<file path="config.mk">
export PLATFORM = sky130hd
export DESIGN_NAME = int_to_fp32_norm
export DESIGN_NICKNAME = d
export VERILOG_FILES = /design/src/rtl/int_to_fp32_norm.sv
export SDC_FILE = /design/constraint.sdc
export NUM_CORES = 1
export LEC_CHECK = 0
export CAP_MARGIN = 20
export CELL_PAD_IN_SITES_DETAIL_PLACEMENT = 0
export CELL_PAD_IN_SITES_GLOBAL_PLACEMENT = 2
export CORE_UTILIZATION = 30
export CTS_BUF_LIST = sky130_fd_sc_hd__clkbuf_8
export CTS_CLUSTER_DIAMETER = 120
export DETAILED_ROUTE_END_ITERATION = 12
export DONT_BUFFER_PORTS = 1
export PLACE_DENSITY = 0.68
export SYNTH_ARGS = -nofsm -noshare
export SYNTH_HDL_FRONTEND = slang
export SYNTH_SLANG_ARGS = --single-unit
</file>
<file path="constraint.sdc">
create_clock -name clk -period 11.1 [get_ports clk]
set_input_delay 2.22 -clock clk [delete_from_list [all_inputs] [get_ports clk]]
set_output_delay 2.22 -clock clk [all_outputs]
set_load 0.05 [all_outputs]
</file>
<file path="src/rtl/int_to_fp32_norm.sv">
// int_to_fp32_norm: 3-stage pipelined 32-bit integer to IEEE-754 single converter, RNE rounding
// ports: clk, rst (sync, active-high);
//        input side  i_valid/i_ready/i_data/i_tag;
//        output side o_valid/o_ready/o_data/o_tag/o_inexact (o_inexact = rounding dropped non-zero bits)
module int_to_fp32_norm #(
   parameter bit SIGNED     = 1'b1,
   parameter int TAG_WIDTH  = 4,
   parameter int DATA_WIDTH = 32
) (
   input  logic                  clk,
   input  logic                  rst,
   input  logic                  i_valid,
   output logic                  i_ready,
   input  logic [DATA_WIDTH-1:0] i_data,
   input  logic [TAG_WIDTH-1:0]  i_tag,
   output logic                  o_valid,
   input  logic                  o_ready,
   output logic [31:0]           o_data,
   output logic [TAG_WIDTH-1:0]  o_tag,
   output logic                  o_inexact
);
   if (DATA_WIDTH != 32) begin : g_width_check
      $error("int_to_fp32_norm supports DATA_WIDTH = 32 only");
   end

   logic                 stall;
   logic                 in_sign;
   logic [31:0]          in_mag;
   logic                 s1_valid, s1_sign, s1_zero;
   logic [31:0]          s1_mag;
   logic [TAG_WIDTH-1:0] s1_tag;
   logic [4:0]           lzc;
   logic                 s2_valid, s2_sign, s2_zero;
   logic [30:0]          s2_frac;
   logic [7:0]           s2_exp;
   logic [TAG_WIDTH-1:0] s2_tag;
   logic [22:0]          mant;
   logic                 guard, sticky, round_up;
   logic [23:0]          mant_sum;
   logic [7:0]           exp_out;

   assign stall   = o_valid & ~o_ready;
   assign i_ready = ~stall;
   assign in_sign = SIGNED & i_data[31];
   // -2^31 negates to itself, which read as unsigned is the correct magnitude 0x80000000
   assign in_mag  = in_sign ? -i_data : i_data;

   // highest set bit wins, giving lzc = 31 - msb index; value for a zero magnitude is unused
   always_comb begin
      lzc = 5'd0;
      for (int i = 0; i < 32; i++) lzc = s1_mag[i] ? 5'(31 - i) : lzc;
   end

   // the normalised bit 31 is the implicit one, so only bits 30:0 are kept
   assign mant     = s2_frac[30:8];
   assign guard    = s2_frac[7];
   assign sticky   = |s2_frac[6:0];
   assign round_up = guard & (sticky | mant[0]);
   assign mant_sum = {1'b0, mant} + 24'(round_up);
   // a carry out leaves mant_sum[22:0] all zero, so only the exponent needs bumping
   assign exp_out  = s2_exp + 8'(mant_sum[23]);

   always_ff @(posedge clk) begin
      if (rst) begin
         s1_valid  <= 1'b0;
         s2_valid  <= 1'b0;
         o_valid   <= 1'b0;
         o_data    <= 32'd0;
         o_tag     <= '0;
         o_inexact <= 1'b0;
      end else if (!stall) begin
         s1_valid <= i_valid;
         s2_valid <= s1_valid;
         o_valid  <= s2_valid;
         if (i_valid) begin
            s1_sign <= in_sign;
            s1_mag  <= in_mag;
            s1_zero <= (i_data == '0);
            s1_tag  <= i_tag;
         end
         if (s1_valid) begin
            s2_sign <= s1_sign;
            s2_zero <= s1_zero;
            s2_frac <= 31'(s1_mag << lzc);
            s2_exp  <= 8'd158 - 8'(lzc);
            s2_tag  <= s1_tag;
         end
         if (s2_valid) begin
            o_data    <= s2_zero ? 32'd0 : {s2_sign, exp_out, mant_sum[22:0]};
            o_tag     <= s2_tag;
            o_inexact <= ~s2_zero & (guard | sticky);
         end
      end
   end
endmodule

</file>
* Word level (Yosys, flattened, before mapping) *
Cells that the tools add are included.

cells by class
  add/subtract/negate cells = 4
  shifts and indexed selects = 1
  mux-type cells = 34
  bitwise operators = 9
  reduce and logical (&&, ||, !) cells = 5

operator list
  operator                                          count
  two-way mux 5 bit                                 32
  zero test 32 bit                                  1
  two-way mux 32 bit                                1
  negation 32 bit                                   1
  << shifter 32 x 5 -> 31 bit                       1
  two-way mux 31 bit                                1
  adder 23 x 1 -> 24 bit                            1
  adder 8 x 1 -> 8 bit                              1
  subtractor 8 x 5 -> 8 bit (first input constant)  1
  OR reduction 7 bit                                1
  AND reduction 3 bit                               2
  inverter 1 bit                                    4
  AND 1 bit                                         3
  bitwise OR 1 bit                                  2
  AND reduction 2 bit                               1

word-level totals
  register bits = 123
  output and inout bits = 39
  word-level logic and storage cells = 69

* Longest topological paths before layout *
  depth after elaboration = 33
  depth in mapped cells = 16

* Worst setup path after synthesis *
OpenSTA, ideal clock, no wires.

  path kind = in2reg
  start point = input rst
  end point = register s2_exp[0], enable pin
  arrival = 5.771 ns
  required time = 10.587 ns
  slack = 4.817 ns
  cell stages on the path = 2
  buffers on the path = 1
  path through = clkbuf_1 -> nor3b_1

between the ends
  longest elaborated chain between the ends = 2

RTL lines
  element                               line  RTL
  start, declared                       11    input logic rst,
  inverter 1 bit (no source line)       -
  AND reduction 3 bit (no source line)  -
  end signal, assigned                  85    s2_exp <= 8'd158 - 8'(lzc);
  end, declared                         35    logic [7:0] s2_exp;

No other way between the ends.
A chain may end at the register's enable or synchronous reset.

* Worst setup path after layout *
  start point = input o_ready
  end point = output i_ready

between the ends
  longest elaborated chain between the ends = 3

RTL lines
  element                          line  RTL
  start, declared                  17    input logic o_ready,
  inverter 1 bit                   42    assign stall = o_valid & ~o_ready;
  AND 1 bit                        42
  inverter 1 bit (no source line)  -
  end, declared                    13    output logic i_ready,

No other way between the ends.

==> impl_results.md <==
- Clk_lat worst skew: 0.46 ns
- Worst setup margin: between 5 and 6 ns
- Power after layout: approximately 1.1 mW
- Worst Path Buf+Inv: 1
- CTS max path bufs: 2
- Wire length per cell: 18.5 µm
- Vias in the first global route: approximately 5,800
- Crit Path Category: in2out
- Most frequent cells in the layout: nor2_1, edfxtp_1, nand2_1, xnor2_1
- CTS tree: yes
- Relative slew margins: 0.408
- Place WS: slightly below 6 ns
- I/O pins: 79
- CP Data Required Time: about 8.9 ns
- Slowest cell on crit path: inv_1
- Number of synthesized flops with an enable pin: slightly above 80
- Pin count of the biggest net entering global routing: 46
- R2R Path End: s2_frac[29]
- CTS Buf Count: 17
- Initial antenna violation count: 0
- RSZ-0062 raised after global routing: false
- Yosys warns: 0
- Final setup fails: 0
- Antenna diodes: 0
- Syn_area_per_cell: approximately 9.6 µm²
- Max-cap violations: 0
- Synth-to-Final Area Change: 8.87%
- 1st-iter DRT viols: about 550
- Hpwl dp: approximately 15,000 µm
- Critical R2R Launch: s1_mag[20]
- Chip Width: ~160 µm
- Gr usage total: 0.161
- Period minus WS final: about 5.2 ns
- Post-Synthesis Cells: approximately 790
- Cell Pwr Density: around 130 mW/mm²
- Yosys cell types: slightly below 80
- Die Area: around 0.026 mm²
- Async S/R FF share, synth: 0
- Worst Hold Launch: s1_tag[0]
- Hold_buf cts: 0
- Final hold vios: 0
- Row cnt: 57
- Sequential Power Share: 0.492
- Net switching fraction of the power: 0.286
- Port bufs: 0
- Slew Limit Fails: 0
- Vias: between 6,000 and 7,000
- Die Y: about 160 µm
- Worst Path Max Fanout: 6
- Root Driver: clkbuf_8
- Post-CTS sizing: 0
- Syn nets: 834
- Final Cycle Share: 0.468
- Core area: 0.0245 mm²
- Crit-path leading delay family: buffers and inverters
- Routability cong.: 0.834
- Slowest stage delay, CP: around 0.39 ns
- Drt total wl: ~20,000 µm
- Worst-Margin Slew: around 0.9 ns
- Crit-path cells: nor2b_1 > inv_1
- Max VDD drop: around 73 µV
- Hold Path Class: reg2reg
- Hold EP: s2_tag[0]
- Status: complete, no violations
- Clock share of power: 0.391
- Reg-to-reg setup timing slack: around 7.2 ns
- Routed vias/inst: 5.48
- Clock Sinks: 123
- Drt pass-1 iters: 6
- Post-CTS Setup Bufs: 0
- Clock transition at path regs: 0.08 ns
- Post-Synthesis Cell Area: 0.00757 mm²
- Routed Antenna Nets: 0
- Hold path depth: 0
- Primary FF master, synth: edfxtp_1
- Final nets: 808
- Seq/Total Area, Yosys: 0.435
- CP Launch Type: input port
- Fraction of layout cells with a size suffix above 1: 0.0955
- H-tree Lvls: 4
- Int Power: roughly 0.79 mW
- Initial Util: 0.309
- Fmax: 0.193 GHz
- Comb power frac: 0.117
- Setup TNS: 0 ns
- Static Leak: 2.80 nW
- Global-route wire length before repair: 32,500 µm
- Grt ovf: 0
- Arrival time at the worst endpoint: 2.97 ns
- Psw: ~0.32 mW
- Yosys reg bits: ~120
- Residual DRC count: 0
- Worst setup EP type: output pin
- Hold slack final: 0.415 ns
- Clock Skew: about 0.021 ns
- R2R depth: 8
-- metrics by stage --
step	util	cell area (µm²)	std cells
after floorplan	-	7570	788
after global placement	0.319	7820	1067
after detailed placement	0.319	7820	1067
after CTS	0.336	8240	1099
after global routing	0.336	8240	1099
final	0.336	8240	1099
-- synth_stat cells (8+ instances only) --
cell / n / area [µm²]
xor2_1: 11 / 96.3
nand3_1: 33 / 165
nand4_1: 16 / 100
nand2_1: 62 / 233
clkbuf_1: 35 / 131
and3_1: 9 / 56.3
a21oi_1: 40 / 200
o31ai_1: 8 / 60.1
buf_2: 11 / 55.1
dfxtp_1: 40 / 801
a22oi_1: 34 / 255
o211ai_1: 12 / 90.1
o21ai_0: 27 / 135
mux2i_1: 38 / 380
edfxtp_1: 83 / 2490
nor2_1: 83 / 312
xnor2_1: 48 / 420
inv_1: 17 / 63.8
nor4_1: 9 / 56.3
a211oi_1: 10 / 75.1
nor3_1: 13 / 65.1
-- worst max-delay path by stage --
stage | startpoint | to | cells past startpoint
after floorplan | rst | s2_exp[0] | 2
after global placement | o_ready | i_ready | 2
after detailed placement | o_ready | i_ready | 2
after CTS | o_ready | i_ready | 2
after global routing | o_ready | i_ready | 2
final | o_ready | i_ready | 2
-- area by class of cell --
class                           count  area (µm²)
Clock buffer                       17         234
Clock inverter                     15         186
Fill cell                        2520       16300
Inverter                           18        67.6
Multi-Input combinational cell    591        3970
Sequential cell                   123        3290
Tap cell                          324         405
Timing Repair Buffer               11        82.6
-- flip-flops by register name, summed over array words and instances (netlist names) --
name	cells
s1_zero	1
s2_sign	1
o_valid	1
s2_zero	1
s1_sign	1
s2_valid	1
o_tag	4
s1_tag	4
s2_tag	4
s1_valid	1
o_inexact	1
s1_mag	32
o_data	32
s2_frac	31
s2_exp	8
-- cells by family (layout without fill, tap and decap cells) --
logic type / count (synthesis) / after routing / share of synthesized area
AO/OA/AOI/OAI: 202 / 202 / 0.191
XOR/XNOR: 59 / 59 / 0.0683
adder cells (fa/ha/maj): 6 / 6 / 0.00992
buffers and inverters: 74 / 61 / 0.0436
flip-flops: 123 / 123 / 0.435
multiplexers: 48 / 48 / 0.0716
AND/OR/NAND/NOR: 276 / 276 / 0.180
-- power by group through the flow --
| stage | Clock (mW) | Combinational [mW] | Sequential, mW |
|---|---|---|---|
| after floorplan | 0 | 0.107 | 0.544 |
| after detailed placement | 0 | 0.130 | 0.557 |
| after global routing | 0.462 | 0.143 | 0.549 |
| after CTS | 0.446 | 0.130 | 0.546 |
| final | 0.434 | 0.130 | 0.546 |
| after global placement | 0 | 0.128 | 0.556 |
-- per-layer routing --
layer	routed length, µm	GRT usage
met3	1100	0.0294
met5	0	0
met2	9300	0.255
met4	552	0.0716
met1	9430	0.212
No activity file was read; power rests on OpenSTA's default activity.
